File: config.mk
export PLATFORM = sky130hd
export DESIGN_NAME = keccak_byte_packer
export DESIGN_NICKNAME = d
export VERILOG_FILES = /design/src/rtl/keccak_byte_packer.sv
export SDC_FILE = /design/constraint.sdc
export NUM_CORES = 1
export LEC_CHECK = 0
export ABC_AREA = 1
export BUFFER_PORTS_ARGS = -buffer_cell sky130_fd_sc_hd__buf_4
export CORE_UTILIZATION = 45
export CTS_CLUSTER_DIAMETER = 80
export DETAILED_ROUTE_END_ITERATION = 7
export PLACE_DENSITY = 0.67
export SYNTH_ARGS = -nofsm -noshare
export SYNTH_HDL_FRONTEND = slang
export SYNTH_SLANG_ARGS = --single-unit
File: constraint.sdc
create_clock -name clk -period 2.1 [get_ports clk]
set_input_delay 0.21 -clock clk [delete_from_list [all_inputs] [get_ports clk]]
set_output_delay 0.21 -clock clk [all_outputs]
set_load 0.1 [all_outputs]
File: src/rtl/keccak_byte_packer.sv
// keccak_byte_packer: byte-stream front end for the keccak SHA3-512 core.
// Packs message bytes big-endian into 32-bit words and sequences one message
// at a time: core reset pulse, word stream with final/pad word, digest wait.
//
// Ports:
//   clk, reset          clock; asynchronous active-low reset
//   byte_in/_valid/_last/last_empty, byte_ready   byte-side handshake
//   core_reset          one-cycle reset pulse to the core before each message
//   core_in, core_in_ready, core_is_last, core_byte_num   word to the core
//   core_buffer_full    core cannot take a word this cycle
//   core_out_ready      digest valid
//   msg_done            one-cycle pulse when the digest becomes valid
module keccak_byte_packer (
  input  logic        clk,
  input  logic        reset,
  input  logic [7:0]  byte_in,
  input  logic        byte_valid,
  input  logic        byte_last,
  input  logic        last_empty,
  output logic        byte_ready,
  output logic        core_reset,
  output logic [31:0] core_in,
  output logic        core_in_ready,
  output logic        core_is_last,
  output logic [1:0]  core_byte_num,
  input  logic        core_buffer_full,
  input  logic        core_out_ready,
  output logic        msg_done
);

  localparam int unsigned WORD_W = 32;
  localparam int unsigned CNT_W  = 3;
  localparam int unsigned BNUM_W = 2;
  localparam int unsigned SH_W   = 5;

  typedef enum logic [2:0] {
    S_IDLE,
    S_CLR,
    S_FILL,
    S_TAIL,
    S_WAIT
  } state_e;

  state_e              state_q, state_d;
  logic [WORD_W-1:0]   acc_q, acc_d;
  logic [CNT_W-1:0]    cnt_q, cnt_d;
  logic                sent_q, sent_d;
  logic [WORD_W-1:0]   word_q, word_d;
  logic                vld_q, vld_d;
  logic                last_q, last_d;
  logic [BNUM_W-1:0]   bnum_q, bnum_d;
  logic                byte_ready_q, byte_ready_d;
  logic                core_reset_q, core_reset_d;
  logic                msg_done_q, msg_done_d;

  logic                xfer_c;
  logic                slot_free_c;
  logic                accept_c;
  logic [SH_W-1:0]     sh_c;
  logic [WORD_W-1:0]   acc_app_c;

  // Word handshake: a transfer frees the slot in the same cycle.
  assign xfer_c      = vld_q & ~core_buffer_full;
  assign slot_free_c = ~vld_q | ~core_buffer_full;
  assign accept_c    = byte_valid & byte_ready_q;

  // Byte k of the word lands in bits [31-8k -: 8].
  assign sh_c      = SH_W'(24) - {cnt_q[1:0], 3'b000};
  assign acc_app_c = acc_q | (WORD_W'(byte_in) << sh_c);

  // Next-state and output logic.
  always_comb begin
    state_d    = state_q;
    acc_d      = acc_q;
    cnt_d      = cnt_q;
    sent_d     = sent_q;
    word_d     = word_q;
    vld_d      = vld_q;
    last_d     = last_q;
    bnum_d     = bnum_q;
    msg_done_d = 1'b0;

    if (xfer_c) vld_d = 1'b0;

    unique case (state_q)
      S_IDLE: begin
        if (byte_valid) state_d = S_CLR;
      end
      S_CLR: begin
        acc_d   = '0;
        cnt_d   = '0;
        sent_d  = 1'b0;
        state_d = S_FILL;
      end
      S_FILL: begin
        if (accept_c) begin
          if (!(byte_last && last_empty)) begin
            acc_d = acc_app_c;
            cnt_d = cnt_q + CNT_W'(1);
          end
          if (byte_last) begin
            state_d = S_TAIL;
          end else if (cnt_q == CNT_W'(3) && slot_free_c) begin
            // 4th byte goes straight to the word register when the slot allows.
            word_d = acc_app_c;
            vld_d  = 1'b1;
            last_d = 1'b0;
            bnum_d = '0;
            acc_d  = '0;
            cnt_d  = '0;
          end
        end else if (cnt_q == CNT_W'(4) && slot_free_c) begin
          word_d = acc_q;
          vld_d  = 1'b1;
          last_d = 1'b0;
          bnum_d = '0;
          acc_d  = '0;
          cnt_d  = '0;
        end
      end
      S_TAIL: begin
        if (!sent_q) begin
          if (slot_free_c) begin
            word_d = acc_q;
            vld_d  = 1'b1;
            if (cnt_q == CNT_W'(4)) begin
              // Full final word: send it plain, the cleared acc becomes the pad word.
              last_d = 1'b0;
              bnum_d = '0;
              acc_d  = '0;
              cnt_d  = '0;
            end else begin
              last_d = 1'b1;
              bnum_d = cnt_q[1:0];
              sent_d = 1'b1;
            end
          end
        end else if (xfer_c) begin
          sent_d  = 1'b0;
          state_d = S_WAIT;
        end
      end
      S_WAIT: begin
        if (core_out_ready) begin
          msg_done_d = 1'b1;
          state_d    = S_IDLE;
        end
      end
      default: state_d = S_IDLE;
    endcase

    byte_ready_d = (state_d == S_FILL) && (cnt_d != CNT_W'(4));
    core_reset_d = (state_d == S_CLR);
  end

  // State and output registers.
  always_ff @(posedge clk or negedge reset) begin
    if (!reset) begin
      state_q      <= S_IDLE;
      acc_q        <= '0;
      cnt_q        <= '0;
      sent_q       <= 1'b0;
      word_q       <= '0;
      vld_q        <= 1'b0;
      last_q       <= 1'b0;
      bnum_q       <= '0;
      byte_ready_q <= 1'b0;
      core_reset_q <= 1'b0;
      msg_done_q   <= 1'b0;
    end else begin
      state_q      <= state_d;
      acc_q        <= acc_d;
      cnt_q        <= cnt_d;
      sent_q       <= sent_d;
      word_q       <= word_d;
      vld_q        <= vld_d;
      last_q       <= last_d;
      bnum_q       <= bnum_d;
      byte_ready_q <= byte_ready_d;
      core_reset_q <= core_reset_d;
      msg_done_q   <= msg_done_d;
    end
  end

  assign byte_ready    = byte_ready_q;
  assign core_reset    = core_reset_q;
  assign core_in       = word_q;
  assign core_in_ready = vld_q;
  assign core_is_last  = last_q;
  assign core_byte_num = bnum_q;
  assign msg_done      = msg_done_q;

endmodule

# After elaboration in Yosys (flattened, before gate mapping)
# Index checks and enable logic that the tools add are counted.
dict set report op_classes {
  n_bitwise 6
  n_reduce_logical 10
  add_sub_neg 2
  mux 62
  n_shift 1
  n_eq_ne 15
}
# operator count
set op_table {}
lappend op_table {{32-bit 2-to-1 mux} 14}
lappend op_table {{32-bit one-hot mux with 3 select lines} 1}
lappend op_table {{32-bit one-hot mux with 2 select lines} 1}
lappend op_table {{3-bit 2-to-1 mux} 14}
lappend op_table {{32-bit bitwise OR} 1}
lappend op_table {{8-bit by 5-bit << shifter with 32-bit output} 1}
lappend op_table {{1-bit 2-to-1 mux} 19}
lappend op_table {{3-bit one-hot mux with 5 select lines} 1}
lappend op_table {{2-bit 2-to-1 mux} 7}
lappend op_table {{3-bit by 2-bit == test with 1-bit output, second input constant} 4}
lappend op_table {{3-bit != test, second input constant} 4}
lappend op_table {{3-bit one-hot mux with 3 select lines} 1}
lappend op_table {{3-bit by 1-bit == test with 1-bit output, second input constant} 2}
lappend op_table {{3-bit == test, second input constant} 2}
lappend op_table {{2-bit != test, second input constant} 3}
lappend op_table {{1-bit one-hot mux with 2 select lines} 3}
lappend op_table {{6-bit AND reduction} 1}
lappend op_table {{5-bit AND reduction} 1}
lappend op_table {{5-bit subtractor, first input constant} 1}
lappend op_table {{1-bit logical AND} 4}
lappend op_table {{2-bit one-hot mux with 2 select lines} 1}
lappend op_table {{2-bit nonzero test} 2}
lappend op_table {{3-bit by 1-bit adder with 3-bit output, second input constant} 1}
lappend op_table {{3-bit zero test} 1}
lappend op_table {{other kinds (4)} 6}
dict set report word_totals {
  register_bits 78
  inputBits 15
  out_inout_bits 39
}

# Depth between registers and ports, before layout
# Gate-level depths: netlist of run 1.
dict set report logic_depth {
  depth_word 9
  ltp_mapped 13
  ltp_nobuf 12
}

# Worst setup path before layout of run 1
# No wires, ideal clock.
dict set report synth_timing {
  path_kind {register -> register}
  from {reg byte_ready_q (netlist: byte_ready)}
  to {reg word_q[10] (netlist: core_in[10])}
  setup_slack_ns -0.153
  path_stages_with_launch 9
  arrival_ns 2.131
  setup_ns 0.122
  period_less_slack_ns 2.253
  cell_sequence {dfrtp_1 -> nand2_1 -> nand3_1 -> nor2_1 -> nor3b_2 -> nand2_4 -> buf_4 -> nand2_1 -> o21ai_2}
}
dict set report synth_via {
  elab_chain_len 3
  elab_cells_between_ends 7
  cone_classes {3 x eq/ne; 2 x mux; 1 x bitwise; 1 x reduce/logical}
}
# item line_no
set synth_lines {}
lappend synth_lines {{start, declared} 52} ;# logic byte_ready_q, byte_ready_d;
lappend synth_lines {{start signal, assigned} 179} ;# byte_ready_q <= byte_ready_d;
lappend synth_lines {{1-bit AND (*)} 65} ;# assign accept_c = byte_valid & byte_ready_q;
lappend synth_lines {{3-bit != test (no source line) / 32-bit 2-to-1 mux (equally long branches)} n/a}
lappend synth_lines {{6-bit AND reduction (no source line) / 32-bit one-hot mux with 2 select lines (equally long branches)} n/a}
lappend synth_lines {{end signal, assigned} 175} ;# word_q <= word_d;
lappend synth_lines {{end, declared} 48} ;# logic [WORD_W-1:0] word_q, word_d;
# Mark *: on every way between the ends. The rest lies on a longest branch, timed or not.
# A chain may end at the register's enable or synchronous reset.

# Final worst setup path of run 1
dict set report layout_timing {
  from {reg cnt_q[0]}
  to {reg word_q[25] (netlist: core_in[25])}
}
dict set report layout_via {
  elab_chain_len 7
  elab_cells_between_ends 14
  cone_classes {1 x add/sub; 4 x eq/ne; 1 x shift; 4 x mux; 1 x bitwise; 3 x reduce/logical}
}
# item line_no
set layout_lines {}
lappend layout_lines {{start, declared} 46} ;# logic [CNT_W-1:0] cnt_q, cnt_d;
lappend layout_lines {{start signal, assigned} 173} ;# cnt_q <= cnt_d;
lappend layout_lines {{5-bit subtractor} 68} ;# assign sh_c = SH_W'(24) - {cnt_q[1:0], 3'b000};
lappend layout_lines {{8-bit by 5-bit << shifter with 32-bit output} 69} ;# assign acc_app_c = acc_q | (WORD_W'(byte_in) << sh_c);
lappend layout_lines {{32-bit bitwise OR} 69}
lappend layout_lines {{32-bit 2-to-1 mux} 103} ;# end else if (cnt_q == CNT_W'(3) && slot_free_c) begin
lappend layout_lines {{32-bit 2-to-1 mux} 101} ;# if (byte_last) begin
lappend layout_lines {{32-bit 2-to-1 mux} 96} ;# if (accept_c) begin
lappend layout_lines {{32-bit one-hot mux with 2 select lines} 85} ;# unique case (state_q)
# Several ways; a longest one is shown, not always the timed one. The select of a mux whose other input is x is not followed.

==> metrics.cfg, run 1 <==
[status]
status = completed

[setup_path]
startpoint_type = flip-flop
worst-path-max-fanout = 36
cpMaxStageDelayCell = dfrtp_1
critPathMaxStageDelay_ns = 0.42
arrival_ns = 2.18
critical_path_class = flip-flop to flip-flop
crit_chain = clkinv_1, ha_1, nand2_2, nor2_1, nor2_1, nor3b_2, nand2_4, buf_12, nand2_1, o21ai_2
r2r_slack_ns = 0.16
crit_top_cell = nor2_1
critical_path_required_ns = 2.35
endpoint_kind = flip-flop
r2r_cells = 10

[sta]
rsz0062_at_grt = false
fmax_mhz = 516
fin_setup_tns_ns = 0
worst_pin_slew_ns = 0.415
slew_headroom_pct = 72.3
final_max_slew_viol_count = 0
hold_viol = 0
fin_crit_sh_pct = 92.2
finalSetupViolCount = 0
fin_skew_ns = 0.00716
fin_crit_ns = 1.94

[route]
via_count = 3707
wire_per_inst_um = 15.8
routed_wl_mm = 10.4
drc = 0
first_pass_iters = 4
drt_iter0_drc = 281
routed_via_density = 5.62
postRouteAntennaNets = 0

[global_route]
grt_pass1_vias = 3525
antenna_found_initial = 0
grt_usage_pct = 23.2
grt_pass1_wl_mm = 17.7
grt_max_degree = 50
grt-ovfl-total = 0

[floorplanning]
die_width_um = 97.3
core_mm2 = 0.00876
die_h_um = 97.3
row_count = 34
ios = 54
die_area_mm2 = 0.00946
start_util_pct = 46.6

[yosys]
synth_top_family_by_area = compound AO/OA/AOI/OAI gates
synth_area_mm2 = 0.00408
synth.avg_cell_area_um2 = 8.13
ys_warn_count = 0
synth_compound_area_share_pct = 21.3
ys_types = 29
synthAdderAreaFrac_pct = 0.919
synthXorXnorAreaFrac_pct = 0
synthMuxAreaShare_pct = 0
synthSimpleGateAreaFrac_pct = 20.7
synth-seq-area-share_pct = 47.8
syn_inst = 502
ys_seq_elements = 78
synth_nets = 520

[final_layout]
antenna_cells = 0
fin_area_mm2 = 0.00476
area_growth_syn_to_layout_pct = 16.6
drive_gt1_share_pct = 18.5
fin_nets = 565

[place]
portBuffers = 53
gp_congestion = 0.911
dp_hpwl_mm = 6.69
postPlaceCellArea_mm2 = 0.00458

[job]
max_cap_viol_count = 0

[clock_network]
cts.sinks = 78
cts-buffers-inserted = 9
clockRootBuffer = clkbuf_8
clk_latency_ns = 0.35
cts_tree = yes
cts_buffer_depth = 2
clk_pin_slew_ns = 0.08
cts_resized = 0
cts_max_level = 3

[hold_path]
hold_path_depth = 2
hold_class = input port to flip-flop

-- cell usage after synthesis --
| library cell | count | area, um2 |
|---|---|---|
| o21ai_1 | 12 | 60.1 |
| nor3_2 | 1 | 10.0 |
| dfrtp_1 | 78 | 1950 |
| o21ai_2 | 10 | 87.6 |
| a31oi_1 | 3 | 18.8 |
| buf_4 | 2 | 15.0 |
| nand2_2 | 3 | 18.8 |
| o21bai_1 | 1 | 7.51 |
| clkinv_1 | 2 | 7.51 |
| nand4_1 | 4 | 25.0 |
| nor2_4 | 1 | 11.3 |
| buf_2 | 6 | 30.0 |
| ha_1 | 3 | 37.5 |
| clkbuf_1 | 19 | 71.3 |
| buf_8 | 1 | 15.0 |
| o2111ai_1 | 32 | 280 |
| nor2_1 | 42 | 158 |
| nand2_4 | 1 | 11.3 |
| inv_6 | 1 | 8.76 |
| nand3_1 | 51 | 255 |
| nand2_1 | 90 | 338 |
| buf_1 | 3 | 11.3 |
| nor2_2 | 1 | 6.26 |
| a21oi_2 | 1 | 8.76 |
| nor3b_2 | 1 | 12.5 |
| inv_1 | 49 | 184 |
| o211ai_1 | 1 | 7.51 |
| buf_6 | 3 | 33.8 |
| o21ai_0 | 80 | 400 |
-- what timing repair did --
item / CTS / global route
hold endpoints to repair: 29 / 0
hold buffers: 1 / 0
setup buffers: 0 / 0
-- sequential cells by signal, indices dropped and copies added (netlist names) --
register and flops:
core_is_last 1, core_in_ready 1, core_in 32, core_reset 1, state_q 3, byte_ready 1, sent_q 1, core_byte_num 2
acc_q 32, cnt_q 3, msg_done 1
-- per-stage QoR --
| step | hold slack (ns) | utilization, % | cells | setup slack [ns] |
|---|---|---|---|---|
| 4_1_cts | 0.0415 | 54.3 | 660 | 0.159 |
| 5_1_grt | 0.0466 | 54.3 | 660 | 0.00359 |
| 3_3_place_gp | 0.163 | 52.3 | 643 | 0.253 |
| 6_report | 0.0490 | 54.3 | 660 | 0.163 |
| 3_5_place_dp | 0.167 | 52.3 | 643 | 0.188 |
| 2_1_floorplan | -0.0856 | - | 502 | 0.0270 |
-- final cells by class --
type,instances,area [um2]
clock inverters,4,22.5
multi-input cells,338,1750
inverters,52,200
well taps,108,135
fillers,856,4000
repair buffers,68,551
clock buffers,12,145
flip-flops and latches,78,1950
-- path summary, 6_finish.rpt --
path / from / endpoint
setup reg to reg: cnt_q[0]$_DFF_PN0_ / core_in[25]$_DFFE_PN0P_
setup / recovery: cnt_q[0]$_DFF_PN0_ / core_in[25]$_DFFE_PN0P_
hold reg to reg: core_in[27]$_DFFE_PN0P_ / core_in[27]$_DFFE_PN0P_
max in group asynchronous: reset / acc_q[17]$_DFFE_PN0P_
min in group asynchronous: reset / core_in[29]$_DFFE_PN0P_
hold / removal: core_out_ready / state_q[2]$_DFF_PN0_
-- cells in the final DEF (no fill, tap or decap), drive strengths merged --
cell type and n:
clkinv 5, dlygate4sd3 1, a21oi 1, inv 50, clkinvlp 1, o21ai 102, o211ai 1, clkbuf 12
nor2 44, o2111ai 32, nor3b 1, buf 67, nand4 4, nand2 94, o21bai 1, nor3 1
a31oi 3, dfrtp 78, ha 3, nand3 51
-- cell families after synthesis --
| logic type | after synthesis |
|---|---|
| AND/OR/NAND/NOR | 195 |
| buffers and inverters | 86 |
| AO/OA/AOI/OAI | 140 |
| flip-flops | 78 |
| adder cells (fa/ha/maj) | 3 |
-- layer usage --
metal | track usage, % | share of wire [%]
met1 | 33.2 | 46
met2 | 36.3 | 47
met3 | 2.81 | 5.1
met4 | 8.60 | 1.6
met5 | 0 | 0
-- worst max-delay path, delay by kind of cell (launching register included) --
family,cells,cell delay (ns)
buf+inv,2,0.32
simple gates,6,0.85
fa+ha+maj,1,0.19
flops,1,0.42
compound gates,1,0.05
Power of run 1 is not shown: default switching activity piles up to over one toggle a cycle in this logic, so the estimate is an artifact.
==> run 2: changes to the inputs <==
Settings changed: CORE_MARGIN set to 3.
Clock period 2.1 ns to 1.72 ns, I/O delays scaled along.
==> run 2 against run 1 <==
  * The run now ends with setup timing left
  * First-iteration DRC count down 9.3%
  * Fmax up 12%
  * Final area up 9.4%
  * Highest routed layer unchanged
  * Utilization up 5.1 points
  * Worst hold slack better by 0.071 ns
  * Cell count up 3.8%
  * Clock skew up 0.0036 ns
  * Die area up 8.4%
  * Global-route usage down 0.37 points
  * Register-to-register slack worse by 0.17 ns
  * Critical path depth unchanged
==> metrics.cfg, run 2 (synthesized netlist as in run 1, its figures left out) <==
[status]
status = finished, violations left
violations = setup timing

[sta]
final_max_slew_viol_count = 0  ; unchanged
slew_headroom_pct = 70.6  ; -1.7 points
fin_crit_ns = 1.73  ; -0.212 ns
fmax_mhz = 580  ; +12%
whs_ns = 0.120  ; +0.0713 ns
fin_crit_sh_pct = 100  ; +8.1 points
finalSetupViolCount = 5  ; +5
worst_slack_ns = -0.00513  ; -0.168 ns
worst_pin_slew_ns = 0.440  ; +0.0256 ns
fin_skew_ns = 0.0107  ; +0.00356 ns
rsz0062_at_grt = true
hold_viol = 0  ; unchanged

[clock_network]
clk_latency_ns = 0.36  ; about the same
cts-buffers-inserted = 9  ; unchanged
cts_buffer_depth = 2  ; unchanged
cts_max_level = 3  ; unchanged
cts.sinks = 78  ; unchanged
clk_pin_slew_ns = 0.09  ; about the same
cts_tree = yes
clockRootBuffer = clkbuf_8

[setup_path]
crit_cells = 10  ; unchanged
critical_path_required_ns = 1.96  ; -0.39 ns
worst-path-max-fanout = 24  ; -33%
endpoint_kind = flip-flop
startpoint_type = flip-flop
r2r_slack_ns = -0.005  ; -0.17 ns
crit_chain = clkinv_4, ha_4, nand2_4, nor2_4, nor2_4, nor3b_4, nand2_4, buf_12, nand2_1, o21ai_1
cpMaxStageDelayCell = dfrtp_2
cpLargestDelayFamily = simple AND/OR/NAND/NOR gates
critical_path_class = flip-flop to flip-flop
arrival_ns = 1.96  ; -0.22 ns
r2r_cells = 10  ; unchanged
crit_buf_inv = 2  ; unchanged
critPathMaxStageDelay_ns = 0.45  ; +0.03 ns

[final_layout]
fin_nets = 590  ; +4.4%
antenna_cells = 0  ; unchanged
n_fill_cell = 800  ; -6.5%
multi_input_area_mm2 = 0.00186  ; +6.2%
final_common_cell = buf_4
drive_gt1_share_pct = 26.3  ; +7.9 points
seq_area_mm2 = 0.00196  ; +0.45%
area_growth_syn_to_layout_pct = 27.5
layout_common_cells = 82 x buf_4, 80 x o21ai_0, 77 x nand2_1

[route]
top_layer = met4
met1_length_mm = 5.08  ; +5.3%
dr_wl_met3_um = 725  ; +37%
via_count = 3854  ; +4.0%
postRouteAntennaNets = 0  ; unchanged
routed_via_density = 5.63  ; +0.17%
wl_met2_mm = 5.33  ; +8.9%
drt_iter0_drc = 255  ; -9.3%
drc = 0  ; unchanged
routed_wl_mm = 11.2  ; +7.9%
wire_per_inst_um = 16.4  ; +4.0%
first_pass_iters = 5  ; +1

[global_route]
grt_max_degree = 57  ; +14%
grt_usage_pct = 22.8  ; -0.37 points
antenna_found_initial = 0  ; unchanged
grt-ovfl-total = 0  ; unchanged
grt_pass1_vias = 3771  ; +7.0%
grt_pass1_wl_mm = 18.6  ; +5.1%

[hold_path]
hold_path_depth = 3  ; +1
hold_class = input port to flip-flop

[floorplanning]
die_h_um = 101  ; +4.1%
start_util_pct = 46.6  ; unchanged
die_area_mm2 = 0.0103  ; +8.4%
ios = 54  ; unchanged
row_count = 34  ; unchanged
die_width_um = 101  ; +4.1%
core_mm2 = 0.00876  ; unchanged

[place]
gp_congestion = 0.919  ; +0.90%
portBuffers = 53  ; unchanged
dp_hpwl_mm = 7.07  ; +5.7%

[job]
max_cap_viol_count = 0  ; unchanged

run 2: stage by stage:
| step | cell area, um2 | cells | setup WS [ns] | setup TNS (ns) | utilization, % |
|---|---|---|---|---|---|
| after floorplan | 4150 | 502 | -0.103 | -3.02 | - |
| final | 5210 | 685 | -0.00513 | -0.0147 | 59.4 |
| after CTS | 5010 | 675 | 0.00178 | 0 | 57.2 |
| after global routing | 5210 | 685 | -0.105 | -2.79 | 59.4 |
| after global placement | 4740 | 657 | -0.0270 | -0.601 | 54.1 |
| after detailed placement | 4740 | 657 | -0.0193 | -0.124 | 54.1 |
run 2: repair_timing:
| action | CTS | global route |
|---|---|---|
| setup endpoints to repair | 35 | 63 |
| hold buffers | 2 | 0 |
| endpoints found under the hold margin | 23 | 0 |
| gates cloned | 0 | 2 |
| pin swaps | 3 | 2 |
| setup buffers | 0 | 8 |
| resized for setup | 1 | 32 |
run 2: layout make-up:
| type | count | share of cell area, % |
|---|---|---|
| clock buffer | 11 | 2.72 |
| clock inverter | 5 | 2.04 |
| inverter | 52 | 4.01 |
| multi-input combinational | 338 | 35.8 |
| sequential | 78 | 37.7 |
| tap | 108 | 2.60 |
| timing repair buffer | 93 | 15.2 |
run 2: tightest hold or removal path, stage by stage:
cell and delay [ns]:
buf_4 0.09, nand3_1 0.11, inv_1 0.08
run 2: per-layer routing:
layer	GRT usage, %	up-vias
li1	-	1855
met1	32.2	1842
met2	35.6	148
met3	4.68	9
met4	6.85	0
met5	0	-
run 2: worst paths after layout:
check,startpoint,to
hold reg to reg,core_in[6]$_DFFE_PN0P_,core_in[6]$_DFFE_PN0P_
hold / removal,byte_valid,core_reset$_DFF_PN0_
setup reg to reg,cnt_q[1]$_DFF_PN0_,core_in[9]$_DFFE_PN0P_
setup / recovery,cnt_q[1]$_DFF_PN0_,core_in[9]$_DFFE_PN0P_
min in group asynchronous,reset,acc_q[26]$_DFFE_PN0P_
max in group asynchronous,reset,cnt_q[1]$_DFF_PN0_
Power of run 2 is left out for the same reason.
==> run 3: changes to the inputs <==
Settings changed: ABC_AREA 1 to unset, PLACE_DENSITY 0.67 to 0.68.
==> run 3 against run 2 <==
  * The flow still finishes with violations (setup timing)
  * Fmax down 9.2%
  * Non-clock buffer count increased by 3
  * Utilization rose by 5.5 points
  * Register-to-register slack got worse by 0.17 ns
  * Worst hold slack better by 0.020 ns
  * Sequential cell count unchanged
  * Cell count shrank 21%
  * Via count fell by 21%
  * Sequential share of layout area rose by 2.7 points
  * Clock skew grew 0.0022 ns
  * Clock-buffer cell count fell by 2
==> metrics.cfg, run 3 <==
[status]
status = finished, violations left
violations = setup timing

[sta]
fmax_mhz = 526  ; -9.2%
fin_crit_sh_pct = 110  ; +10 points
finalSetupViolCount = 55  ; +50
final_max_slew_viol_count = 0  ; unchanged
hold_viol = 0  ; unchanged
worst_pin_slew_ns = 0.476  ; +0.0359 ns
slew_headroom_pct = 68.2  ; -2.4 points
fin_crit_ns = 1.90  ; +0.175 ns
fin_skew_ns = 0.0129  ; +0.00216 ns
worst_slack_ns = -0.180  ; -0.175 ns
rsz0062_at_grt = true

[clock_network]
cts-buffers-inserted = 9  ; unchanged
clk_pin_slew_ns = 0.08  ; about the same
cts.sinks = 78  ; unchanged
cts_buffer_depth = 2  ; unchanged
clk_latency_ns = 0.36  ; about the same
cts_tree = yes
cts_max_level = 3  ; unchanged
clockRootBuffer = clkbuf_8

[setup_path]
reg2reg_from = core_in_ready$_DFF_PN0_
worst-path-max-fanout = 16  ; -33%
critical_path_required_ns = 1.97  ; about the same
startpoint_type = flip-flop
critical_path_class = flip-flop to flip-flop
r2r_slack_ns = -0.18  ; -0.17 ns
r2r_cells = 6  ; -4
endpoint_kind = flip-flop
arrival_ns = 2.15  ; +0.19 ns
r2r-end = acc_q[8]$_DFFE_PN0P_
endpoint = acc_q[8]$_DFFE_PN0P_
cp-startpoint = core_in_ready$_DFF_PN0_

[floorplanning]
die_area_mm2 = 0.00911  ; -11%
die_h_um = 95.4  ; -5.8%
row_count = 31  ; -8.8%
ios = 54  ; unchanged
die_width_um = 95.4  ; -5.8%
start_util_pct = 48.1  ; +1.5 points
core_mm2 = 0.00749  ; -15%

[yosys]
synth_most_common_cell = dfrtp_1
ys.flop_type = dfrtp_1
synth_area_mm2 = 0.00360  ; -12%
ys_types = 40  ; +38%
ys_seq_elements = 78  ; unchanged
yosysTopAreaCell = dfrtp_1
ys_warn_count = 0  ; unchanged
synthArstFlopShare_pct = 100  ; unchanged
synth.avg_cell_area_um2 = 10.1  ; +25%
netlist_top_cells_area = dfrtp_1 54%, mux2i_1 9.7%, a31oi_1 5.9%
synth-seq-area-share_pct = 54.2  ; +6.4 points
synth-edff-count = 0  ; unchanged
synth_nets = 373  ; -28%
synth_top_area_share_pct = 54.2  ; +6.4 points
synth_common_cells = 78 x dfrtp_1, 41 x inv_1, 40 x nor2_1
syn_inst = 355  ; -29%

[place]
postPlaceCellArea_mm2 = 0.00433  ; -8.6%
portBuffers = 53  ; unchanged
place_inst = 516  ; -21%
dp_slack_ns = -0.136  ; -0.117 ns
dp_hpwl_mm = 6.06  ; -14%
gp_congestion = 0.912  ; -0.81%

[global_route]
grt_util_met3_pct = 3.71  ; -0.97 points
grt_pass1_vias = 2991  ; -21%
top_usage_layer = met2
grt-ovfl-total = 0  ; unchanged
grt_usage_pct = 21.6  ; -1.2 points
grt_use_met2_pct = 36.8  ; +1.2 points
grt_pass1_wl_mm = 14.8  ; -20%
antenna_found_initial = 0  ; unchanged
use_met1_pct = 27.5  ; -4.6 points
grt_max_degree = 45  ; -21%

[final_layout]
n_fill_cell = 561  ; -30%
layoutNonFillerInstCount = 543  ; -21%
drive_gt1_share_pct = 32.0  ; +5.6 points
fin_area_mm2 = 0.00486  ; -6.7%
antenna_cells = 0  ; unchanged
final_core_util_pct = 64.9  ; +5.5 points
layout_common_cells = 84 x buf_4, 75 x dfrtp_1, 40 x inv_1
fin_nets = 457  ; -23%
final_common_cell = buf_4
area_growth_syn_to_layout_pct = 35.0

[hold_path]
hold_class = input port to flip-flop
hold_start = byte_in[7]

[route]
first_pass_iters = 4  ; -1
postRouteAntennaNets = 0  ; unchanged
via_count = 3046  ; -21%
drc = 0  ; unchanged
routed_wl_mm = 9.67  ; -14%
drt_iter0_drc = 192  ; -25%
wire_per_inst_um = 17.8  ; +8.4%
routed_via_density = 5.61  ; -0.30%

[job]
max_cap_viol_count = 0  ; unchanged

==> run 3: changes by cell type in the layout (fill, tap and decap cells not counted), sizes merged, moves of 10 or more <==
cell,previous run,this run
nand3,51,6
o21ai,102,2
o2111ai,32,0
and2,0,10
mux2i,0,35
a31oi,3,34
a21oi,1,34
nand2,94,11
==> run 3: metal layers <==
metal | vias to the layer above | share of wire (%)
li1 | 1393 | -
met3 | 12 | 7.2
met1 | 1517 | 40
met2 | 124 | 51
met4 | 0 | 1.7
met5 | - | 0
==> run 3: per-stage QoR <==
| stage | hold slack (ns) | TNS [ns] |
|---|---|---|
| 2_1_floorplan | -0.124 | -3.57 |
| 3_3_place_gp | 0.163 | -2.29 |
| 3_5_place_dp | 0.169 | -4.47 |
| 4_1_cts | 0.124 | -4.17 |
| 5_1_grt | 0.147 | -9.74 |
| 6_report | 0.141 | -5.96 |
==> run 3: worst min-delay path by stage <==
stage          slack [ns]                      end  cells past startpoint
6_report             0.14  core_in[31]$_DFFE_PN0P_                      3
5_1_grt              0.15  core_in[23]$_DFFE_PN0P_                      3
4_1_cts              0.12     core_reset$_DFF_PN0_                      3
3_5_place_dp         0.17  core_in[30]$_DFFE_PN0P_                      1
3_3_place_gp         0.16  core_in[30]$_DFFE_PN0P_                      1
2_1_floorplan       -0.12     acc_q[0]$_DFFE_PN0P_                      0
==> run 3: layout make-up <==
cell class                      count  area (um2)  area share (%)
Sequential cell                    78        1960            40.4
Multi-Input combinational cell    213        1540            31.7
Timing Repair Buffer               96         857            17.6
Inverter                           41         154            3.17
Clock buffer                        9         124            2.55
Tap cell                           99         124            2.55
Clock inverter                      7        96.3            1.98
==> run 3: cells by family after synthesis <==
kind of cell	after synthesis	share of synthesized area [%]
xor+xnor	1	0.243
buf+inv	64	7.51
simple gates	87	11.6
mux	37	10.4
fa+ha+maj	3	1.04
flops	78	54.2
compound gates	85	15.0
==> run 3: timing repair <==
item                                    CTS  global route
endpoints found under the setup margin   71            71
pin swaps                                 4             8
hold buffers                              2             0
gates resized for setup                  19            20
gates cloned                              1             4
setup buffers                             4             3
hold endpoints to repair                 35             0
==> run 3: worst max-delay path: stages (launching register included) <==
cell,delay (ns)
dfrtp_4,0.48
a22o_1,0.26
o311a_1,0.38
buf_4,0.15
nor3_4,0.23
buf_6,0.22
nor2_1,0.07
Power of run 3 is left out for the same reason.
